### src/rtl/pool_2d_param.sv
// 2x2 stride-2 max/average pooling over CH back-to-back feature maps.
// Streams one read per cycle from the input RAM and writes one result per window.
module pool_2d_param #(
  parameter int DW   = 12,
  parameter int IN_W = 10,
  parameter int IN_H = 10,
  parameter int CH   = 1,
  parameter int RAW  = $clog2(CH*IN_W*IN_H),
  parameter int WAW  = $clog2(CH*IN_W*IN_H/4)
) (
  input  logic           clk,
  input  logic           rst,
  input  logic           start,
  input  logic           mode,
  output logic           busy,
  output logic           done,
  output logic           rd_en,
  output logic [RAW-1:0] rd_addr,
  input  logic [DW-1:0]  rd_dout,
  output logic           wr_en,
  output logic [WAW-1:0] wr_addr,
  output logic [DW-1:0]  wr_din
);
  localparam int OUT_W = IN_W/2;
  localparam int OUT_H = IN_H/2;
  localparam int N     = 4*CH*OUT_W*OUT_H;
  localparam int CW    = $clog2(CH+1);
  localparam int RW    = $clog2(OUT_H+1);
  localparam int OCW   = $clog2(OUT_W+1);
  localparam int NW    = $clog2(N+1);

  typedef enum logic [1:0] {IDLE, RUN, DRAIN} state_t;

  state_t           state_q, state_d;
  logic             drn_q, drn_d, mode_q, mode_d;
  logic             busy_q, busy_d, done_q, done_d;
  logic             rd_en_q, rd_en_d, wr_en_q, wr_en_d;
  logic [RAW-1:0]   rd_addr_q, rd_addr_d;
  logic [WAW-1:0]   wr_addr_q, wr_addr_d, wr_cnt_q, wr_cnt_d;
  logic [DW-1:0]    wr_din_q, wr_din_d;
  logic [CW-1:0]    ch_q, ch_d;
  logic [RW-1:0]    orow_q, orow_d;
  logic [OCW-1:0]   ocol_q, ocol_d;
  logic [1:0]       sub_q, sub_d, dsub_q, dsub_d;
  logic [NW-1:0]    rd_cnt_q, rd_cnt_d;
  logic             dvld_q, dvld_d;
  logic [DW+1:0]    acc_q, acc_d, acc_new, din_x;

  function automatic logic [RAW-1:0] addr_of(input logic [CW-1:0] c, input logic [RW-1:0] r,
                                             input logic [OCW-1:0] o, input logic [1:0] s);
    addr_of = RAW'(int'(c)*IN_W*IN_H + (2*int'(r) + int'(s[1]))*IN_W + 2*int'(o) + int'(s[0]));
  endfunction

  always_comb begin
    state_d   = state_q;
    drn_d     = drn_q;
    mode_d    = mode_q;
    busy_d    = busy_q;
    done_d    = 1'b0;
    rd_en_d   = 1'b0;
    rd_addr_d = rd_addr_q;
    wr_en_d   = 1'b0;
    wr_addr_d = wr_addr_q;
    wr_din_d  = wr_din_q;
    wr_cnt_d  = wr_cnt_q;
    ch_d      = ch_q;
    orow_d    = orow_q;
    ocol_d    = ocol_q;
    sub_d     = sub_q;
    rd_cnt_d  = rd_cnt_q;
    acc_d     = acc_q;
    acc_new   = acc_q;
    din_x     = {2'b00, rd_dout};

    // RAM data lags the strobe by one cycle; the sample's window slot travels with it.
    dvld_d = rd_en_q;
    dsub_d = sub_q;
    if (dvld_q) begin
      if (dsub_q == 2'd0)  acc_new = din_x;
      else if (mode_q)     acc_new = acc_q + din_x;
      else                 acc_new = (din_x > acc_q) ? din_x : acc_q;
      acc_d = acc_new;
      if (dsub_q == 2'd3) begin
        wr_en_d   = 1'b1;
        wr_addr_d = wr_cnt_q;
        wr_din_d  = mode_q ? acc_new[DW+1:2] : acc_new[DW-1:0];
        wr_cnt_d  = wr_cnt_q + 1'b1;
      end
    end

    case (state_q)
      IDLE: if (start) begin
        state_d   = RUN;
        mode_d    = mode;
        busy_d    = 1'b1;
        rd_en_d   = 1'b1;
        rd_addr_d = '0;
        ch_d      = '0;
        orow_d    = '0;
        ocol_d    = '0;
        sub_d     = '0;
        rd_cnt_d  = '0;
        wr_cnt_d  = '0;
      end
      RUN: if (rd_cnt_q == NW'(N-1)) begin
        state_d = DRAIN;
        drn_d   = 1'b0;
      end else begin
        rd_en_d  = 1'b1;
        rd_cnt_d = rd_cnt_q + 1'b1;
        sub_d    = sub_q + 2'd1;
        if (sub_q == 2'd3) begin
          ocol_d = ocol_q + 1'b1;
          if (ocol_q == OCW'(OUT_W-1)) begin
            ocol_d = '0;
            orow_d = orow_q + 1'b1;
            if (orow_q == RW'(OUT_H-1)) begin
              orow_d = '0;
              ch_d   = ch_q + 1'b1;
            end
          end
        end
        rd_addr_d = addr_of(ch_d, orow_d, ocol_d, sub_d);
      end
      // Two cycles let the final sample land and its result be written.
      DRAIN: if (drn_q) begin
        state_d = IDLE;
        done_d  = 1'b1;
        busy_d  = 1'b0;
      end else begin
        drn_d = 1'b1;
      end
      default: state_d = IDLE;
    endcase
  end

  always_ff @(posedge clk) begin
    if (rst) begin
      state_q   <= IDLE;
      drn_q     <= 1'b0;
      mode_q    <= 1'b0;
      busy_q    <= 1'b0;
      done_q    <= 1'b0;
      rd_en_q   <= 1'b0;
      rd_addr_q <= '0;
      wr_en_q   <= 1'b0;
      wr_addr_q <= '0;
      wr_din_q  <= '0;
      wr_cnt_q  <= '0;
      ch_q      <= '0;
      orow_q    <= '0;
      ocol_q    <= '0;
      sub_q     <= '0;
      rd_cnt_q  <= '0;
      dvld_q    <= 1'b0;
      dsub_q    <= '0;
      acc_q     <= '0;
    end else begin
      state_q   <= state_d;
      drn_q     <= drn_d;
      mode_q    <= mode_d;
      busy_q    <= busy_d;
      done_q    <= done_d;
      rd_en_q   <= rd_en_d;
      rd_addr_q <= rd_addr_d;
      wr_en_q   <= wr_en_d;
      wr_addr_q <= wr_addr_d;
      wr_din_q  <= wr_din_d;
      wr_cnt_q  <= wr_cnt_d;
      ch_q      <= ch_d;
      orow_q    <= orow_d;
      ocol_q    <= ocol_d;
      sub_q     <= sub_d;
      rd_cnt_q  <= rd_cnt_d;
      dvld_q    <= dvld_d;
      dsub_q    <= dsub_d;
      acc_q     <= acc_d;
    end
  end

  assign busy    = busy_q;
  assign done    = done_q;
  assign rd_en   = rd_en_q;
  assign rd_addr = rd_addr_q;
  assign wr_en   = wr_en_q;
  assign wr_addr = wr_addr_q;
  assign wr_din  = wr_din_q;
endmodule

### config.mk
export PLATFORM = sky130hd
export DESIGN_NAME = pool_2d_param
export DESIGN_NICKNAME = d
export VERILOG_FILES = /design/src/rtl/pool_2d_param.sv
export SDC_FILE = /design/constraint.sdc
export NUM_CORES = 1
export LEC_CHECK = 0
export CORE_ASPECT_RATIO = 1.1
export CORE_UTILIZATION = 40
export DETAILED_ROUTE_END_ITERATION = 10
export PLACE_DENSITY = 0.56
export RECOVER_POWER = 25
export SYNTH_ARGS = -nofsm -noshare
export SYNTH_HDL_FRONTEND = slang
export SYNTH_SLANG_ARGS = --single-unit
### constraint.sdc
create_clock -name clk -period 6.2 [get_ports clk]
set_clock_uncertainty 0.1 [all_clocks]
set_input_delay 1.24 -clock clk [delete_from_list [all_inputs] [get_ports clk]]
set_output_delay 1.24 -clock clk [all_outputs]
set_load 0.01 [all_outputs]
==> impl_metrics.toml, run 1 <==
[floorplan]
die_h_um = 116
die_w_um = 106
core-area_um2 = 11500
start_util_pct = 41.3
rows = 41
dieArea_um2 = 12300
pin_count = 44

[global_route]
grt_usage_pct = 23.0
grt_max_degree = 58
antenna_found_initial = 0
grt_pass1_vias = 4315
grt_overflow = 0
grt_pass1_wl_mm = 22.1

[yosys]
synth-seq-cells = 69
synth_common_cells = "dfxtp_1, nor2_1, nand2_1"
ys_seq_area_share_pct = 29.1
synth-edff-count = 0
synth_area_leaders = "dfxtp_1, ha_1, a21oi_1"
synth_fp_nets = 652
yosysMostFrequentCell = "dfxtp_1"
async_flop_share_pct = 0
synth_adder_area_share_pct = 12.2
synth_area_per_cell_um2 = 8.02
netlist_area_um2 = 4750
yosys.area_share.simple_pct = 23.7
synth_ff_type = "dfxtp_1"
yosysWarningCount = 0
synth_mux_area_share_pct = 2.16
synth_top_area_share_pct = 29.1
ys_types = 70
synth-compound-area-share_pct = 23.2
synth_top_area_cell = "dfxtp_1"
synth_xor_area_share_pct = 3.87
syn_inst = 592
synth_top_family_by_area = "simple AND/OR/NAND/NOR gates"

[critical_path]
required_ns = 6.33
crit_family = "buffers and inverters"
crit_type = "in -> reg"
crit_path_top_delay_cell = "clkbuf_1"
start_kind = "input pin"
worstReg2RegStart = "rd_addr[0]"
crit_chain = "buf_2, clkbuf_1, nor2_1, o21ai_0, o31ai_1, a32o_1"
setup.worst_path.end_class = "flip-flop"
startpoint = "rst"
critPathMaxStageDelay_ns = 1.93
crit_fanout = 57
worstPathArrival_ns = 4.66
path_buf_inv = 2

[clock_network]
cts-root-buf = "clkbuf_16"
ctsHoldBuffers = 0
cts.sinks = 69
cts_inserted_buffers = 9
clk_pin_slew_worst_paths_ns = 0.06
cts_resized = 0
postCtsSetupBuffers = 0
cts_htree_levels = 3
clkLatencyLatePin_ns = 0.34
cts_tree = "yes"
clockBufferDepth = 2

[routing]
finalWirelength_mm = 13.5
wl_per_cell_um = 17.4
routed_via_density = 5.75
drcViolationCount = 0
drt_iter0_markers = 219
num_vias = 4460
ant_nets = 0
first_pass_iters = 5

[sta]
drv_slew = 58
finalCriticalPeriod_ns = 4.53
rsz0062_at_grt = "no"
setup_viol = 0
fmax_mhz = 221
setup_tns_ns = 0
slew_headroom_pct = -82.7
tightest_slew_ns = 2.74
finalHoldViolCount = 0
fin_crit_sh_pct = 73.1

[placed_design]
dp_cells = 760
portBuffers = 43
gp_congestion = 0.898
hpwlAfterDp_mm = 9.55
placed_area_um2 = 5260

[layout]
drive_above_1_share_pct = 6.08
fin_cells = 775
nets = 681
area_growth_pct = 17.4
antenna_cells = 0
utilization_pct = 48.5
design_area_um2 = 5570

[power]
leakage_nw = 2.14
ir_drop_mv = 0.146
power.density_nw_per_um2 = 220
total_power_w = 0.00123

[hold_path]
hold_start = "wr_addr[2]"
hold_path.class = "reg -> reg"

[outcome]
violations = "capacitance limit, slew limit"
status = "finished, violations left"

[flow_run]
maxCapViolCount = 1
[per-layer routing]
layer	global-route usage (%)	vias up	wire (um)
li1	-	2201	-
met1	27.6	2095	5830
met2	39.6	125	6500
met3	4.41	39	666
met4	11.6	0	486
met5	0	-	0
[sequential cells by signal, indices dropped and copies added, names as in the netlist, 3 cells and up]
name      flops
acc_q        14
wr_din       12
rd_addr       7
rd_cnt_q      7
wr_addr       5
wr_cnt_q      5
ocol_q        3
orow_q        3
[report_power, final]
group          internal (W)  switching [W]  total [W]
clock              0.000350       0.000213   0.000563
sequential         0.000453      0.0000105   0.000463
combinational     0.0000713       0.000128   0.000199
[worst reg2reg max path, delay by kind of cell (launching register included)]
kind,cells,cell delay (ns)
adders and majority gates,4,1.49
and+or+nand+nor,3,0.42
AOI/OAI and AO/OA,2,0.24
DFF,1,0.40
xor gates and xnor gates,4,0.80
buffers and inverters,2,0.18
[per-stage QoR]
step / setup slack [ns] / hold slack (ns)
6_report: 1.67 / 0.353
5_1_grt: 1.38 / 0.377
4_1_cts: 2.14 / 0.353
3_5_place_dp: 1.81 / 0.346
3_3_place_gp: 1.85 / 0.343
2_1_floorplan: 2.83 / 0.344
[layout make-up]
cell class | count | area [um2]
clock buffer | 9 | 225
tap | 150 | 188
multi-input combinational | 458 | 3090
timing repair buffer | 50 | 474
clock inverter | 6 | 88.8
fill | 1138 | 5920
inverter | 33 | 124
sequential | 69 | 1380
[logic make-up (layout without fill, tap and decap cells)]
family / after synthesis / count (layout)
and+or+nand+nor: 225 / 225
AOI/OAI and AO/OA: 158 / 158
DFF: 69 / 69
buffers and inverters: 65 / 98
adders and majority gates: 44 / 44
xor gates and xnor gates: 21 / 21
muxes: 10 / 10
[worst paths after layout]
check	endpoint	slack (ns)	depth (start not counted)
setup reg to reg	rd_addr[6]	2.36	15
setup / recovery	acc_q[3]	1.67	6
hold reg to reg	wr_addr[2]	0.35	2
hold / removal	wr_addr[2]	0.35	2
[cell usage in the layout, fill, tap and decap left out, drive strengths merged, types with 5 or more instances in the layout]
cell type / n
xnor2: 9
a31oi: 11
xor2: 12
nand4: 11
a21oi: 45
a211o: 5
o22ai: 6
a211oi: 7
nor3: 12
nand2: 56
o21bai: 6
o21ai: 23
dfxtp: 69
or3: 10
clkdlybuf4s50: 41
inv: 31
nor2b: 12
ha: 40
nor2: 58
nand3: 27
or2: 5
clkbuf: 10
and3: 12
mux2i: 8
nand3b: 5
o31ai: 7
a311oi: 6
buf: 7
Power figures use the tool's default switching activity.
==> inputs of run 2 (changes only) <==
clock period = 4.2 ns   (was 6.2 ns; I/O delays follow)
==> run 2 against run 1 <==
Against the previous run: the flow still finishes with violations (capacitance limit, slew limit); global-route usage is 0.62 points higher; critical path depth is 9 higher; die area stayed put; combinational power is 50% higher; critical path type is now reg -> reg.
==> impl_metrics.toml, run 2 (synthesis gave the netlist of run 1 again) <==
[floorplan]
dieArea_um2 = 12300
core-area_um2 = 11500
die_h_um = 116
pin_count = 44
die_w_um = 106
rows = 41
start_util_pct = 41.3

[sta]
tightest_slew_ns = 2.20
fin_crit_sh_pct = 91.2
fmax_mhz = 261
finalCriticalPeriod_ns = 3.83
setup_tns_ns = 0
setup_viol = 0
fin_hold_ws_ns = 0.353
rsz0062_at_grt = "no"
drv_slew = 49
slew_headroom_pct = -46.9
finalHoldViolCount = 0

[layout]
fin_cells = 779
largest_register = "acc_q"
area_growth_pct = 17.9
mostFrequentLayoutCells = "dfxtp_1, nor2_1, nand2_1"
drive_above_1_share_pct = 6.36
antenna_cells = 0
nets = 685
design_area_um2 = 5600
largest_reg_flops = 14
layout_commonest_cell = "dfxtp_1"
utilization_pct = 48.7

[power]
p_sw_share_pct = 28.6
leakage_nw = 2.16
combPwrFrac_pct = 16.5
seq_power_share_pct = 37.7
clkPwrFrac_pct = 45.8
power.density_nw_per_um2 = 324
power.internal_w = 0.00129
ir_drop_mv = 0.193
power.switching_w = 0.000517

[placed_design]
gp_congestion = 0.968
placed_area_um2 = 5290
portBuffers = 43
hpwlAfterDp_mm = 9.55
dp_cells = 764

[hold_path]
hold_path.class = "reg -> reg"
min_to = "wr_din[9]"
hold_start = "wr_din[9]"
hold_path_depth = 2

[routing]
routed_via_density = 5.71
first_pass_iters = 4
ant_nets = 0
drcViolationCount = 0
num_vias = 4449
wl_per_cell_um = 17.3
finalWirelength_mm = 13.5
drt_iter0_markers = 230

[clock_network]
clk_pin_slew_worst_paths_ns = 0.06
cts.sinks = 69
clkLatencyLatePin_ns = 0.35
cts_resized = 0
cts_inserted_buffers = 9
cts_htree_levels = 3
postCtsSetupBuffers = 0
clockBufferDepth = 2
cts-root-buf = "clkbuf_16"
ctsHoldBuffers = 0
cts_tree = "yes"

[critical_path]
crit_type = "reg -> reg"
crit_fanout = 6
start_kind = "flip-flop"
required_ns = 4.25
worstReg2RegStart = "rd_addr[0]"
reg2reg_to = "rd_addr[6]"
setup.worst_path.end_class = "flip-flop"
ff2ff_path_depth = 15
worstPathArrival_ns = 3.88
rrSetupSlack_ns = 0.37

[global_route]
antenna_found_initial = 0
grt_pass1_vias = 4419
grt_max_degree = 49
grt_pass1_wl_mm = 22.6
grt_overflow = 0
grt_usage_pct = 23.6

[outcome]
violations = "capacitance limit, slew limit"
status = "finished, violations left"

[flow_run]
maxCapViolCount = 1
## run 2: cell types whose count changed in the layout (fill, tap and decap cells not counted)
cell	previous run	this run
dlygate4sd3_1	1	3
clkdlybuf4s50_1	41	39
clkbuf_1	1	3
buf_4	6	9
buf_2	1	0
## run 2: worst max-delay path by stage
| stage | startpoint | end | slack, ns | cells past startpoint |
|---|---|---|---|---|
| 2_1_floorplan | rd_addr[0] | rd_addr[6] | 0.83 | 15 |
| 3_3_place_gp | rd_dout[2] | wr_din[11] | 0.37 | 8 |
| 3_5_place_dp | rd_dout[4] | wr_din[11] | 0.34 | 8 |
| 4_1_cts | rd_addr[0] | rd_addr[6] | 0.41 | 15 |
| 5_1_grt | rd_addr[0] | rd_addr[6] | 0.08 | 15 |
| 6_report | rd_addr[0] | rd_addr[6] | 0.37 | 15 |
## run 2: worst max-delay path, cell delays in order, from the launching register on
cell and delay (ns):
dfxtp_1 0.40, ha_1 0.30, nand3_1 0.19, nor2_1 0.18, xor2_1 0.32, inv_1 0.12
fa_1 0.56, inv_1 0.05, ha_1 0.22, fa_1 0.41, a21oi_1 0.18, nor2b_1 0.07
xnor2_1 0.16, xnor2_1 0.15, xnor2_1 0.14, o31ai_1 0.08
## run 2: cell type report
class / instances / area [um2]
clock inverter: 6 / 88.8
clock buffer: 9 / 225
fill: 1154 / 5890
sequential: 69 / 1380
inverter: 33 / 124
multi-input combinational: 458 / 3090
tap: 150 / 188
timing repair buffer: 54 / 499
## run 2: per-stage QoR
stage	power, W	setup slack, ns
floorplan	0.000895	0.829
global placement	0.000990	0.368
detailed placement	0.000992	0.341
CTS	0.00183	0.410
global route	0.00188	0.0799
finish	0.00181	0.370
## run 2: power groups by stage
stage	clock network [W]	logic, W	registers, W
detailed placement	0	0.000294	0.000697
CTS	0.000846	0.000296	0.000683
global route	0.000868	0.000327	0.000685
floorplan	0	0.000201	0.000694
global placement	0	0.000292	0.000698
finish	0.000830	0.000299	0.000683
## run 2: metal layers
layer	share of wire, %	up-vias	wire, um	GRT usage [%]
li1	-	2212	-	-
met2	49	101	6670	40.2
met5	0	-	0	0
met3	4.0	30	543	4.13
met4	3.1	0	412	12.8
met1	43	2106	5870	28.6
